--- src/rtl/fetch_unit_if.sv ---
// Fetch-unit bus: ROM read port, decoder handshake and status.
// master = fetch_unit, slave = ROM/decoder side.
interface fetch_unit_if;
  logic        run_en;
  logic [8:0]  rom_addr;
  logic        rom_rd_en;
  logic [7:0]  rom_data;
  logic [7:0]  instr_byte;
  logic [7:0]  operand1;
  logic [7:0]  operand2;
  logic        cmd_start;
  logic        exec_done;
  logic [1:0]  instr_size;
  logic        jmp_en;
  logic [8:0]  jmp_addr;
  logic        pc_hlt;
  logic [8:0]  pc;
  logic        halted;
  logic [15:0] retired;

  modport master (
    input  run_en, rom_data, exec_done, instr_size, jmp_en, jmp_addr, pc_hlt,
    output rom_addr, rom_rd_en, instr_byte, operand1, operand2, cmd_start,
           pc, halted, retired
  );

  modport slave (
    output run_en, rom_data, exec_done, instr_size, jmp_en, jmp_addr, pc_hlt,
    input  rom_addr, rom_rd_en, instr_byte, operand1, operand2, cmd_start,
           pc, halted, retired
  );
endinterface

--- src/rtl/fetch_unit.sv ---
// Instruction fetch sequencer: reads opcode plus two operand bytes from a
// one-cycle-latency ROM, issues them to the decoder and advances the PC.
module fetch_unit #(
  parameter logic [8:0] RESET_PC = 9'h000
) (
  input  logic         clk,
  input  logic         sys_rst,
  fetch_unit_if.master bus
);

  localparam logic [2:0] S_IDLE  = 3'd0;
  localparam logic [2:0] S_F0    = 3'd1;
  localparam logic [2:0] S_F1    = 3'd2;
  localparam logic [2:0] S_F2    = 3'd3;
  localparam logic [2:0] S_F3    = 3'd4;
  localparam logic [2:0] S_ISSUE = 3'd5;
  localparam logic [2:0] S_EXEC  = 3'd6;
  localparam logic [2:0] S_HALT  = 3'd7;

  logic [2:0]  state_q, state_d;
  logic [8:0]  pc_q, pc_d;
  logic [7:0]  instr_byte_q, instr_byte_d;
  logic [7:0]  operand1_q, operand1_d;
  logic [7:0]  operand2_q, operand2_d;
  logic [15:0] retired_q, retired_d;
  logic [8:0]  size_ext;

  // A zero-length instruction would stall the PC forever, so it counts as one byte.
  assign size_ext = (bus.instr_size == 2'd0) ? 9'd1 : {7'd0, bus.instr_size};

  always_comb begin
    // NOTE: every signal gets a default first so no path leaves it unassigned (no latches).
    state_d      = state_q;
    pc_d         = pc_q;
    instr_byte_d = instr_byte_q;
    operand1_d   = operand1_q;
    operand2_d   = operand2_q;
    retired_d    = retired_q;

    case (state_q)
      S_IDLE:  if (bus.run_en) state_d = S_F0;
      S_F0:    state_d = S_F1;
      S_F1: begin
        instr_byte_d = bus.rom_data;
        state_d      = S_F2;
      end
      S_F2: begin
        operand1_d = bus.rom_data;
        state_d    = S_F3;
      end
      S_F3: begin
        operand2_d = bus.rom_data;
        state_d    = S_ISSUE;
      end
      S_ISSUE: state_d = S_EXEC;
      S_EXEC: begin
        if (bus.exec_done) begin
          if (retired_q != 16'hFFFF) retired_d = retired_q + 16'd1;
          if (bus.pc_hlt) begin
            state_d = S_HALT;
          end else begin
            pc_d    = bus.jmp_en ? bus.jmp_addr : pc_q + size_ext;
            state_d = bus.run_en ? S_F0 : S_IDLE;
          end
        end
      end
      S_HALT:  state_d = S_HALT;
      default: state_d = S_IDLE;
    endcase
  end

  // NOTE: sequential state uses non-blocking assignments so all flops update together.
  always_ff @(posedge clk or posedge sys_rst) begin
    if (sys_rst) begin
      state_q      <= S_IDLE;
      pc_q         <= RESET_PC;
      instr_byte_q <= 8'h00;
      operand1_q   <= 8'h00;
      operand2_q   <= 8'h00;
      retired_q    <= 16'h0000;
    end else begin
      state_q      <= state_d;
      pc_q         <= pc_d;
      instr_byte_q <= instr_byte_d;
      operand1_q   <= operand1_d;
      operand2_q   <= operand2_d;
      retired_q    <= retired_d;
    end
  end

  // ROM strobe and address decode straight from state; 9-bit adds wrap modulo 512.
  always_comb begin
    bus.rom_addr  = 9'h000;
    bus.rom_rd_en = 1'b0;
    case (state_q)
      S_F0: begin
        bus.rom_addr  = pc_q;
        bus.rom_rd_en = 1'b1;
      end
      S_F1: begin
        bus.rom_addr  = pc_q + 9'd1;
        bus.rom_rd_en = 1'b1;
      end
      S_F2: begin
        bus.rom_addr  = pc_q + 9'd2;
        bus.rom_rd_en = 1'b1;
      end
      default: ;
    endcase
  end

  assign bus.cmd_start  = (state_q == S_ISSUE);
  assign bus.halted     = (state_q == S_HALT);
  assign bus.pc         = pc_q;
  assign bus.instr_byte = instr_byte_q;
  assign bus.operand1   = operand1_q;
  assign bus.operand2   = operand2_q;
  assign bus.retired    = retired_q;

endmodule
--- src/flat_wrapper.sv ---
// flat-port wrapper written by rule: the top's interface ports become plain ports
module fetch_unit_flat 
#(
  parameter logic [8:0] RESET_PC = 9'h000
)
  (clk, sys_rst, bus_run_en, bus_rom_data, bus_exec_done, bus_instr_size, bus_jmp_en, bus_jmp_addr, bus_pc_hlt, bus_rom_addr, bus_rom_rd_en, bus_instr_byte, bus_operand1, bus_operand2, bus_cmd_start, bus_pc, bus_halted, bus_retired);
  fetch_unit_if bus_i ();
  input  logic clk;
  input  logic sys_rst;
  input wire logic [$bits(bus_i.run_en)-1:0] bus_run_en;
  input wire logic [$bits(bus_i.rom_data)-1:0] bus_rom_data;
  input wire logic [$bits(bus_i.exec_done)-1:0] bus_exec_done;
  input wire logic [$bits(bus_i.instr_size)-1:0] bus_instr_size;
  input wire logic [$bits(bus_i.jmp_en)-1:0] bus_jmp_en;
  input wire logic [$bits(bus_i.jmp_addr)-1:0] bus_jmp_addr;
  input wire logic [$bits(bus_i.pc_hlt)-1:0] bus_pc_hlt;
  output wire logic [$bits(bus_i.rom_addr)-1:0] bus_rom_addr;
  output wire logic [$bits(bus_i.rom_rd_en)-1:0] bus_rom_rd_en;
  output wire logic [$bits(bus_i.instr_byte)-1:0] bus_instr_byte;
  output wire logic [$bits(bus_i.operand1)-1:0] bus_operand1;
  output wire logic [$bits(bus_i.operand2)-1:0] bus_operand2;
  output wire logic [$bits(bus_i.cmd_start)-1:0] bus_cmd_start;
  output wire logic [$bits(bus_i.pc)-1:0] bus_pc;
  output wire logic [$bits(bus_i.halted)-1:0] bus_halted;
  output wire logic [$bits(bus_i.retired)-1:0] bus_retired;
  assign bus_i.run_en = bus_run_en;
  assign bus_i.rom_data = bus_rom_data;
  assign bus_i.exec_done = bus_exec_done;
  assign bus_i.instr_size = bus_instr_size;
  assign bus_i.jmp_en = bus_jmp_en;
  assign bus_i.jmp_addr = bus_jmp_addr;
  assign bus_i.pc_hlt = bus_pc_hlt;
  assign bus_rom_addr = bus_i.rom_addr;
  assign bus_rom_rd_en = bus_i.rom_rd_en;
  assign bus_instr_byte = bus_i.instr_byte;
  assign bus_operand1 = bus_i.operand1;
  assign bus_operand2 = bus_i.operand2;
  assign bus_cmd_start = bus_i.cmd_start;
  assign bus_pc = bus_i.pc;
  assign bus_halted = bus_i.halted;
  assign bus_retired = bus_i.retired;
  fetch_unit #(.RESET_PC(RESET_PC)) u_core (.clk(clk), .sys_rst(sys_rst), .bus(bus_i));
endmodule
--- config.mk ---
export PLATFORM = sky130hd
export DESIGN_NAME = fetch_unit_flat
export DESIGN_NICKNAME = d
export VERILOG_FILES = /design/src/rtl/fetch_unit_if.sv /design/src/rtl/fetch_unit.sv /design/src/flat_wrapper.sv
export SDC_FILE = /design/constraint.sdc
export NUM_CORES = 1
export LEC_CHECK = 0
export ABC_CLOCK_PERIOD_IN_PS = 1700
export CAP_MARGIN = 20
export CORE_MARGIN = 2
export CORE_UTILIZATION = 43
export CTS_CLUSTER_SIZE = 14
export DETAILED_ROUTE_END_ITERATION = 6
export PLACE_DENSITY = 0.85
export SYNTH_ARGS = -nofsm -noshare
export SYNTH_HDL_FRONTEND = slang
export SYNTH_SLANG_ARGS = --single-unit
--- constraint.sdc ---
create_clock -name clk -period 1.7 [get_ports clk]
set_input_delay 0.425 -clock clk [delete_from_list [all_inputs] [get_ports clk]]
set_output_delay 0.425 -clock clk [all_outputs]
set_load 0.05 [all_outputs]
==> results of run 1 <==
[final cells by class]
type | instances | area share
multi-input combinational | 199 | 0.348
timing repair buffer | 154 | 0.342
sequential | 52 | 0.264
tap | 77 | 0.0192
clock buffer | 5 | 0.0137
inverter | 9 | 0.00724
clock inverter | 3 | 0.00524
[cell usage in the layout (no fill, tap or decap), types with 4 or more instances in the layout]
master	count
buf_6	9
nand4_1	5
buf_12	37
mux2i_1	4
o21ai_1	5
nor2_1	10
mux2_2	26
nand2_1	18
dfrtp_2	19
xnor2_1	4
nor3_2	4
clkdlybuf4s50_1	23
a21oi_1	13
dfrtp_1	33
clkbuf_8	5
inv_1	6
o21ai_2	4
nor2_4	7
o21ai_0	7
buf_4	84
xor2_1	6
nand3_1	14
[critical path: cells and delay by family (launching register included)]
family | cells | cell delay (ns)
fa+ha+maj | 1 | 0.20
buf+inv | 1 | 0.13
compound gates | 2 | 0.50
simple gates | 2 | 0.18
flops | 1 | 0.48
[cell families (layout without fill, tap and decap cells)]
kind of cell	after synthesis	in the layout	share of synthesized area
AO/OA/AOI/OAI	64	64	0.152
adder cells (fa/ha/maj)	6	6	0.0290
flip-flops	52	52	0.458
multiplexers	30	30	0.117
XOR/XNOR	13	13	0.0401
AND/OR/NAND/NOR	86	86	0.162
buffers and inverters	25	171	0.0418
[synth_stat cells (2+ instances only)]
cell       count
nor3_1         5
nand4_1        5
o31ai_1        2
a21oi_1       16
and4_1         3
a21boi_0       2
buf_2          8
a211oi_1       2
o22ai_1        3
nor3_2         2
dfrtp_1       52
buf_6          2
ha_1           5
nand3_1       16
nand2_1       19
xnor2_1        5
a41oi_1        2
inv_1          8
o2111ai_1      2
mux2i_1        4
a22oi_1        4
and3_1         3
clkbuf_1       5
nor2_1        19
nor2b_1        3
xor2_1         8
nand2b_1       3
mux2_2        26
o21ai_0       17
a31oi_1        2
[layer usage]
metal,track usage,up-vias
met1,0.311,1376
met4,0.0866,0
met5,0,-
li1,-,1294
met2,0.416,110
met3,0.0516,24
[through the flow]
stage               TNS, ns  cells
floorplan             -3.93    276
global placement      -8.19    482
detailed placement    -9.89    482
CTS                   -6.11    493
global route          -8.70    499
finish                -6.65    499
[final timing paths]
path	startpoint	endpoint
max in group asynchronous	sys_rst	u_core.bus.pc[0]$_DFFE_PP0P_
setup / recovery	u_core.bus.pc[1]$_DFFE_PP0P_	bus_rom_addr[8]
setup reg to reg	u_core.bus.pc[1]$_DFFE_PP0P_	u_core.bus.pc[8]$_DFFE_PP0P_
hold reg to reg	u_core.bus.operand2[0]$_DFFE_PP0P_	u_core.bus.operand2[0]$_DFFE_PP0P_
min in group clk	bus_exec_done	u_core.state_q[0]$_DFFE_PP0P_
hold / removal	sys_rst	u_core.bus.instr_byte[3]$_DFFE_PP0P_
[sequential cells by signal, indices dropped and copies added, names as in the netlist]
name                   cells
u_core.bus.instr_byte      8
u_core.bus.operand1        8
u_core.bus.pc              9
u_core.bus.retired        16
u_core.state_q             3
u_core.bus.operand2        8
[what timing repair did]
action,4_1_cts,5_1_grt
resized for setup,34,27
endpoints found under the setup margin,31,43
pin swaps,12,8
buffers inserted,4,9
[power groups by stage]
stage / sequential (mW) / combinational (mW) / clock (mW)
floorplan: 3.72 / 1.98 / 0
global placement: 2.16 / 6.12 / 0
detailed placement: 2.19 / 6.29 / 0
CTS: 2.18 / 6.61 / 0.765
global route: 2.26 / 7.24 / 0.817
finish: 2.19 / 6.90 / 0.753
==> metrics.cfg, run 1 <==
[sta]
relSlewSlack = 0.728
setup_slack_ns = -0.536
fmax_ghz = 0.447
period_share = 1.32
hold_viol_final = 0
skew_ns = 0.00966
setup_violations = 23
period_minus_slack_ns = 2.24
rsz0062_at_grt = true
drv_slew = 0
hold_ws_ns = 0.352
worstMarginPinSlew_ns = 0.408

[clocking]
clkSlewWorstSetupHoldPaths_ns = 0.11
postCtsHoldBufs = 0
cts_tree = yes
cts.sinks = 52
htree_levels = 2
clk_latency_ns = 0.31
cts_buffer_depth = 2
cts_root_buf = clkbuf_8
numCtsBuffers = 5

[drt]
drt-initial-drc-count = 169
wl_met2_um = 4470
wl_met1_um = 3580
vias = 2804
ant_nets = 0
wl_per_cell_um = 17.5
wirelength_um = 8750
highest_layer = met4
first_pass_iters = 4
route.detailed.drc = 0
wl_met3_um = 502
viasPerCell = 5.62

[floorplan]
core-area_mm2 = 0.00639
die_w_um = 85.3
initial_core_util = 0.445
io_pins = 86
die_h_um = 85.3
rows = 29
die_area_mm2 = 0.00728

[synthesis]
synth_fp_nets = 307
synth_area_leaders = dfrtp_1, mux2_2, o21ai_0, a21oi_1, nand3_1
synth_ff_type = dfrtp_1
synth_top_area_cell = dfrtp_1
synth_edf_count = 0
syn_area_per_cell_um2 = 10.3
synth_seq_area_share = 0.458
ys_ff_latch = 52
yosys_warnings = 0
netlist_area_mm2 = 0.00284
syn_inst = 276
synth_cell_types = 53
async_reset_ff_frac = 1.00
synth_top_area_frac = 0.458

[power]
ir_drop_mv = 1.81
p_leak_nw = 2.18
p_per_area_mw_per_mm2 = 1970
swShare = 0.486
power.switching_mw = 4.79
pwr-share-clk = 0.076
power_mw = 9.85
p_int_mw = 5.06
combPwrFrac = 0.701
p_seq_frac = 0.223

[placement]
io_buffers = 85
dp_slack_ns = -0.556
dpl_cell_area_mm2 = 0.00463
hpwl_um = 6390
gp_congestion = 0.938

[grt]
track_usage = 0.246
grt_pass1_wl_um = 14300
antenna_found_initial = 0
grt_overflow_total = 0
grt_pass1_vias = 2938
grt_max_degree = 31

[critical_path]
critPathSlowestCell = dfrtp_2
rr_worst_depth = 8
crit_path_start_kind = flop
cpPeakStageDelay_ns = 0.48
arrival_ns = 1.81
end_kind = primary output
crit_chain = ha_4 -> nand2b_4 -> a211o_1 -> nor2_1 -> o221a_4 -> buf_12
cp.required_ns = 1.27
crit_type = reg2out
path_max_fanout = 5
rrSetupSlack_ns = -0.31

[run]
max-cap-violations = 0

[status]
status = finished, violations left
failed_checks = setup timing

[cells_and_area]
n_antenna_cell = 0
postLayoutCellArea_mm2 = 0.00501
fin_util = 0.784
multi_input_area_mm2 = 0.00174
area_delta_synth_final_pct = 76.2
drive_above_1_share = 0.566
fin_nets = 452
fillers = 381
final-seq-area_mm2 = 0.00133

[hold_path]
hold_path_class = in2async

Note: power is estimated with default switching activity, not from simulation.
==> inputs of run 2 (changes only) <==
Settings changed: CORE_ASPECT_RATIO set to 1.75, GPL_ROUTABILITY_DRIVEN set to 0.
==> run 2 against run 1 <==
  * Routed wire length grew 41%
  * Core utilization rose by 5.8 points
  * Critical endpoint unchanged
  * Combinational power is 12% higher
  * The run still ends with setup timing left
  * Register-to-register slack worse by 0.05 ns
  * Flip-flop and latch count is the same
  * Clock skew grew 0.0045 ns
  * Die area up 0.35%
  * Clock power increased by 45%
  * Critical path type unchanged
  * Count of clock-buffer cells in the layout is the same
  * Highest routed layer unchanged
==> metrics.cfg, run 2 (synthesis gave the netlist of run 1 again) <==
[critical_path]
path_max_fanout = 5
arrival_ns = 1.85
worstReg2RegStart = u_core.bus.pc[1]$_DFFE_PP0P_
rrSetupSlack_ns = -0.36
rr_worst_depth = 7
critPathSlowestCell = dfrtp_2
timing.rr.end = u_core.bus.pc[8]$_DFFE_PP0P_
cpPeakStageDelay_ns = 0.48
crit_path_start_kind = flop
crit_chain = buf_4 -> nand3_2 -> a211oi_4 -> nor2_1 -> o221a_4 -> buf_12
end_kind = primary output
cp.required_ns = 1.27
crit_type = reg2out
crit_start = u_core.bus.pc[1]$_DFFE_PP0P_
crit_path_end = bus_rom_addr[8]

[clocking]
cts_root_buf = clkbuf_16
cts_buffer_depth = 2
clk_latency_ns = 0.30
htree_levels = 2
cts_tree = yes
postCtsHoldBufs = 0
numCtsBuffers = 5
cts.sinks = 52
clkSlewWorstSetupHoldPaths_ns = 0.08

[power]
power_mw = 11.1
swShare = 0.483
pwr-share-clk = 0.098
p_per_area_mw_per_mm2 = 2040
ir_drop_mv = 2.13
p_int_mw = 5.72
p_leak_nw = 2.34
p_seq_frac = 0.206
combPwrFrac = 0.696
power.switching_mw = 5.35

[sta]
hold_viol_final = 0
period_minus_slack_ns = 2.28
period_share = 1.34
worstMarginPinSlew_ns = 0.355
hold_ws_ns = 0.490
fmax_ghz = 0.439
setup_slack_ns = -0.579
relSlewSlack = 0.763
drv_slew = 0
skew_ns = 0.0142
rsz0062_at_grt = true
setup_violations = 43

[cells_and_area]
largest_reg_flops = 16
fin_nets = 466
fin_util = 0.842
drive_above_1_share = 0.624
fillers = 271
layout_commonest_cell = buf_4
final_cell_mix = buf_4, buf_12, dfrtp_1
postLayoutCellArea_mm2 = 0.00543
area_delta_synth_final_pct = 90.8

[floorplan]
initial_core_util = 0.441
rows = 39
die_w_um = 65.5
core-area_mm2 = 0.00644
die_h_um = 112
die_area_mm2 = 0.00730
io_pins = 86

[grt]
grt_pass1_wl_um = 17000
antenna_found_initial = 1
grt_overflow_total = 0
track_usage = 0.302
grt_pass1_vias = 3225
grt_max_degree = 53

[drt]
first_pass_iters = 6
ant_nets = 0
route.detailed.drc = 0
drt-initial-drc-count = 309
viasPerCell = 6.20
wirelength_um = 12300
wl_per_cell_um = 23.7
vias = 3218

[status]
status = finished, violations left
failed_checks = setup timing

[hold_path]
hold_path_class = in2async

[placement]
hpwl_um = 6580
dpl_cell_area_mm2 = 0.00468
io_buffers = 85
dp_slack_ns = -0.604

[run]
max-cap-violations = 0

## run 2: cell count changes in the layout (fill, tap and decap cells not counted), sizes merged
cell,delta
buf,+14
clkdlybuf4s50,-1
clkinv,-1
diode,+1
dlygate4sd2,+1
inv,+1
## run 2: area by class of cell
type | instances | area [um^2] | share of cell area
Antenna cell | 1 | 2.50 | 0.000461
Inverter | 9 | 33.8 | 0.00623
Sequential cell | 52 | 1330 | 0.244
Tap cell | 82 | 103 | 0.0189
Clock inverter | 3 | 28.8 | 0.00530
Clock buffer | 5 | 125 | 0.0231
Timing Repair Buffer | 168 | 1910 | 0.351
Multi-Input combinational cell | 199 | 1900 | 0.350
## run 2: worst min-delay path by stage
stage / cells past startpoint / endpoint / startpoint / slack, ns
final: 3 / u_core.bus.retired[0]$_DFFE_PP0P_ / sys_rst / 0.49
after global routing: 3 / u_core.bus.instr_byte[5]$_DFFE_PP0P_ / sys_rst / 0.53
after CTS: 3 / u_core.bus.instr_byte[1]$_DFFE_PP0P_ / sys_rst / 0.50
after detailed placement: 1 / u_core.bus.operand2[0]$_DFFE_PP0P_ / u_core.bus.operand2[0]$_DFFE_PP0P_ / 0.50
after global placement: 1 / u_core.bus.operand1[6]$_DFFE_PP0N_ / u_core.bus.operand1[6]$_DFFE_PP0N_ / 0.49
after floorplan: 1 / u_core.bus.operand1[0]$_DFFE_PP0N_ / bus_rom_data[0] / 0.58
## run 2: per-stage QoR
step,TNS (ns),cells
4_1_cts,-5.31,508
3_3_place_gp,-7.33,489
5_1_grt,-9.58,519
6_report,-8.19,519
2_1_floorplan,-3.93,276
3_5_place_dp,-9.18,489
## run 2: power groups by stage
stage | registers [mW] | clock network [mW] | logic (mW)
after detailed placement | 2.24 | 0 | 6.36
after CTS | 2.19 | 1.08 | 6.95
after global placement | 2.20 | 0 | 6.19
final | 2.28 | 1.09 | 7.71
after global routing | 2.30 | 1.15 | 7.96
after floorplan | 3.72 | 0 | 1.98
## run 2: what timing repair did
action | 4_1_cts | 5_1_grt
pin swaps | 15 | 20
endpoints found under the setup margin | 50 | 61
cloned | 0 | 1
setup buffers | 11 | 10
resized for setup | 43 | 64
## run 2: per-layer routing
metal | global-route usage | up-vias | wire, um
li1 | - | 1327 | -
met1 | 0.331 | 1596 | 4050
met2 | 0.545 | 216 | 6660
met3 | 0.0535 | 79 | 772
met4 | 0.142 | 0 | 840
met5 | 0 | - | 0
## run 2: worst max-delay path, delay by kind of cell (launching register included)
family | cells | cell delay [ns]
flops | 1 | 0.48
simple gates | 2 | 0.23
compound gates | 2 | 0.52
buf+inv | 2 | 0.32
==> inputs of run 3 (changes only) <==
Settings changed: CORE_MARGIN 2 to not set, RECOVER_POWER set to 25.
==> run 3 against run 2 <==
  * The flow still finishes with violations (setup timing)
  * Sequential power down 2%
  * Hold slack better by 0.033 ns
  * Sequential share of layout area grew 1.2 points
  * Critical path type unchanged
  * Critical endpoint unchanged
  * Largest cell class is now multi-input gates
==> metrics.cfg, run 3 (synthesis gave the netlist of run 1 again) <==
[status]
status = finished, violations left
failed_checks = setup timing

[critical_path]
end_kind = primary output
cp.required_ns = 1.27
crit_path_start_kind = flop
arrival_ns = 1.91
path_max_fanout = 5
crit_type = reg2out
rr_worst_depth = 7

[drt]
route.detailed.drc = 0
first_pass_iters = 6
viasPerCell = 6.19
wl_per_cell_um = 23.0
vias = 3145
ant_nets = 0
drt-initial-drc-count = 314
wirelength_um = 11700

[cells_and_area]
fillers = 294
largest_reg_flops = 16
drive_above_1_share = 0.617
area_delta_synth_final_pct = 81.8
layout_commonest_cell = buf_4
final_cell_mix = buf_4, buf_12, dfrtp_1
fin_nets = 458
fin_util = 0.823
n_antenna_cell = 0

[floorplan]
initial_core_util = 0.453
die_w_um = 63.5
die_area_mm2 = 0.00695
io_pins = 86
rows = 38
core-area_mm2 = 0.00628
die_h_um = 110

[clocking]
htree_levels = 2
clkSlewWorstSetupHoldPaths_ns = 0.12
cts_root_buf = clkbuf_8
cts.sinks = 52
cts_tree = yes
numCtsBuffers = 5
clk_latency_ns = 0.32
cts_buffer_depth = 2

[power]
p_leak_nw = 2.20
power_mw = 10.3
ir_drop_mv = 2.11
p_per_area_mw_per_mm2 = 2000

[sta]
hold_viol_final = 0
period_share = 1.38
relSlewSlack = 0.531
rsz0062_at_grt = true
fmax_ghz = 0.427
period_minus_slack_ns = 2.34
worstMarginPinSlew_ns = 0.703
skew_ns = 0.0123
setup_violations = 37
drv_slew = 0
setup_slack_ns = -0.640

[placement]
io_buffers = 85
hpwl_um = 6600

[hold_path]
hold_path_class = reg2reg
min_path_cells = 1

[grt]
antenna_found_initial = 0
grt_pass1_wl_um = 16000
grt_overflow_total = 0
grt_pass1_vias = 3181
grt_max_degree = 53
track_usage = 0.298

[run]
max-cap-violations = 0

[run 3: cell types whose count changed in the layout (fill, tap and decap cells not counted), moves of 5 or more]
| cell | change |
|---|---|
| clkbuf_8 | +5 |
| mux2_4 | -9 |
| buf_6 | -12 |
| mux2_2 | +9 |
| clkbuf_16 | -5 |
| buf_4 | +5 |
[run 3: path summary, 6_finish.rpt]
path,slack (ns),endpoint,from
max reg2reg,-0.22,u_core.bus.pc[8]$_DFFE_PP0P_,u_core.bus.pc[1]$_DFFE_PP0P_
min in group asynchronous,0.76,u_core.bus.retired[3]$_DFFE_PP0P_,sys_rst
min,0.52,u_core.bus.operand1[7]$_DFFE_PP0N_,u_core.bus.operand1[7]$_DFFE_PP0N_
max in group asynchronous,0.41,u_core.bus.pc[6]$_DFFE_PP0P_,sys_rst
max,-0.64,bus_rom_addr[8],u_core.state_q[0]$_DFFE_PP0P_
min reg2reg,0.52,u_core.bus.operand1[7]$_DFFE_PP0N_,u_core.bus.operand1[7]$_DFFE_PP0N_
[run 3: layout make-up]
class / count / area (um^2) / area share
inverter: 9 / 33.8 / 0.00654
tap: 80 / 100 / 0.0194
multi-input combinational: 199 / 1840 / 0.355
timing repair buffer: 160 / 1770 / 0.343
sequential: 52 / 1330 / 0.257
clock buffer: 5 / 68.8 / 0.0133
clock inverter: 3 / 28.8 / 0.00557
[run 3: layer usage]
layer | routed length [um] | vias to the layer above | track usage | part of all wire
met4 | 838 | 0 | 0.185 | 0.072
met5 | 0 | - | 0 | 0
li1 | - | 1302 | - | -
met1 | 3940 | 1530 | 0.313 | 0.34
met3 | 757 | 84 | 0.0425 | 0.065
met2 | 6130 | 229 | 0.549 | 0.53
[run 3: timing repair]
item                       4_1_cts  5_1_grt
pin swaps                       18       17
hold buffers                     0        0
gates resized for setup         39       41
setup buffers                    6       12
setup endpoints to repair       31       44
[run 3: critical path, cell delays in order (launching register included)]
cell and delay, ns:
dfrtp_2 0.45, buf_12 0.15, nand2b_4 0.15, a211o_1 0.37, nor2_2 0.12, o221a_4 0.22
buf_12 0.13
[run 3: report_power, final]
| part | switching [mW] | internal (mW) | total (mW) | leakage [nW] |
|---|---|---|---|---|
| registers | 0.493 | 1.74 | 2.24 | 0.615 |
| clock network | 0.490 | 0.312 | 0.803 | 0.0511 |
| logic | 4.15 | 3.13 | 7.28 | 1.54 |
| total | 5.13 | 5.19 | 10.3 | 2.20 |
[run 3: per-stage QoR]
stage	setup TNS (ns)	cells	worst slack (ns)	cell area, um^2	hold WS (ns)
detailed placement	-7.93	482	-0.559	4630	0.484
finish	-8.14	508	-0.640	5170	0.523
floorplan	-3.93	276	-0.271	3020	0.576
global placement	-6.28	482	-0.525	4630	0.480
global route	-9.20	508	-0.636	5170	0.536
CTS	-5.68	496	-0.535	4920	0.469
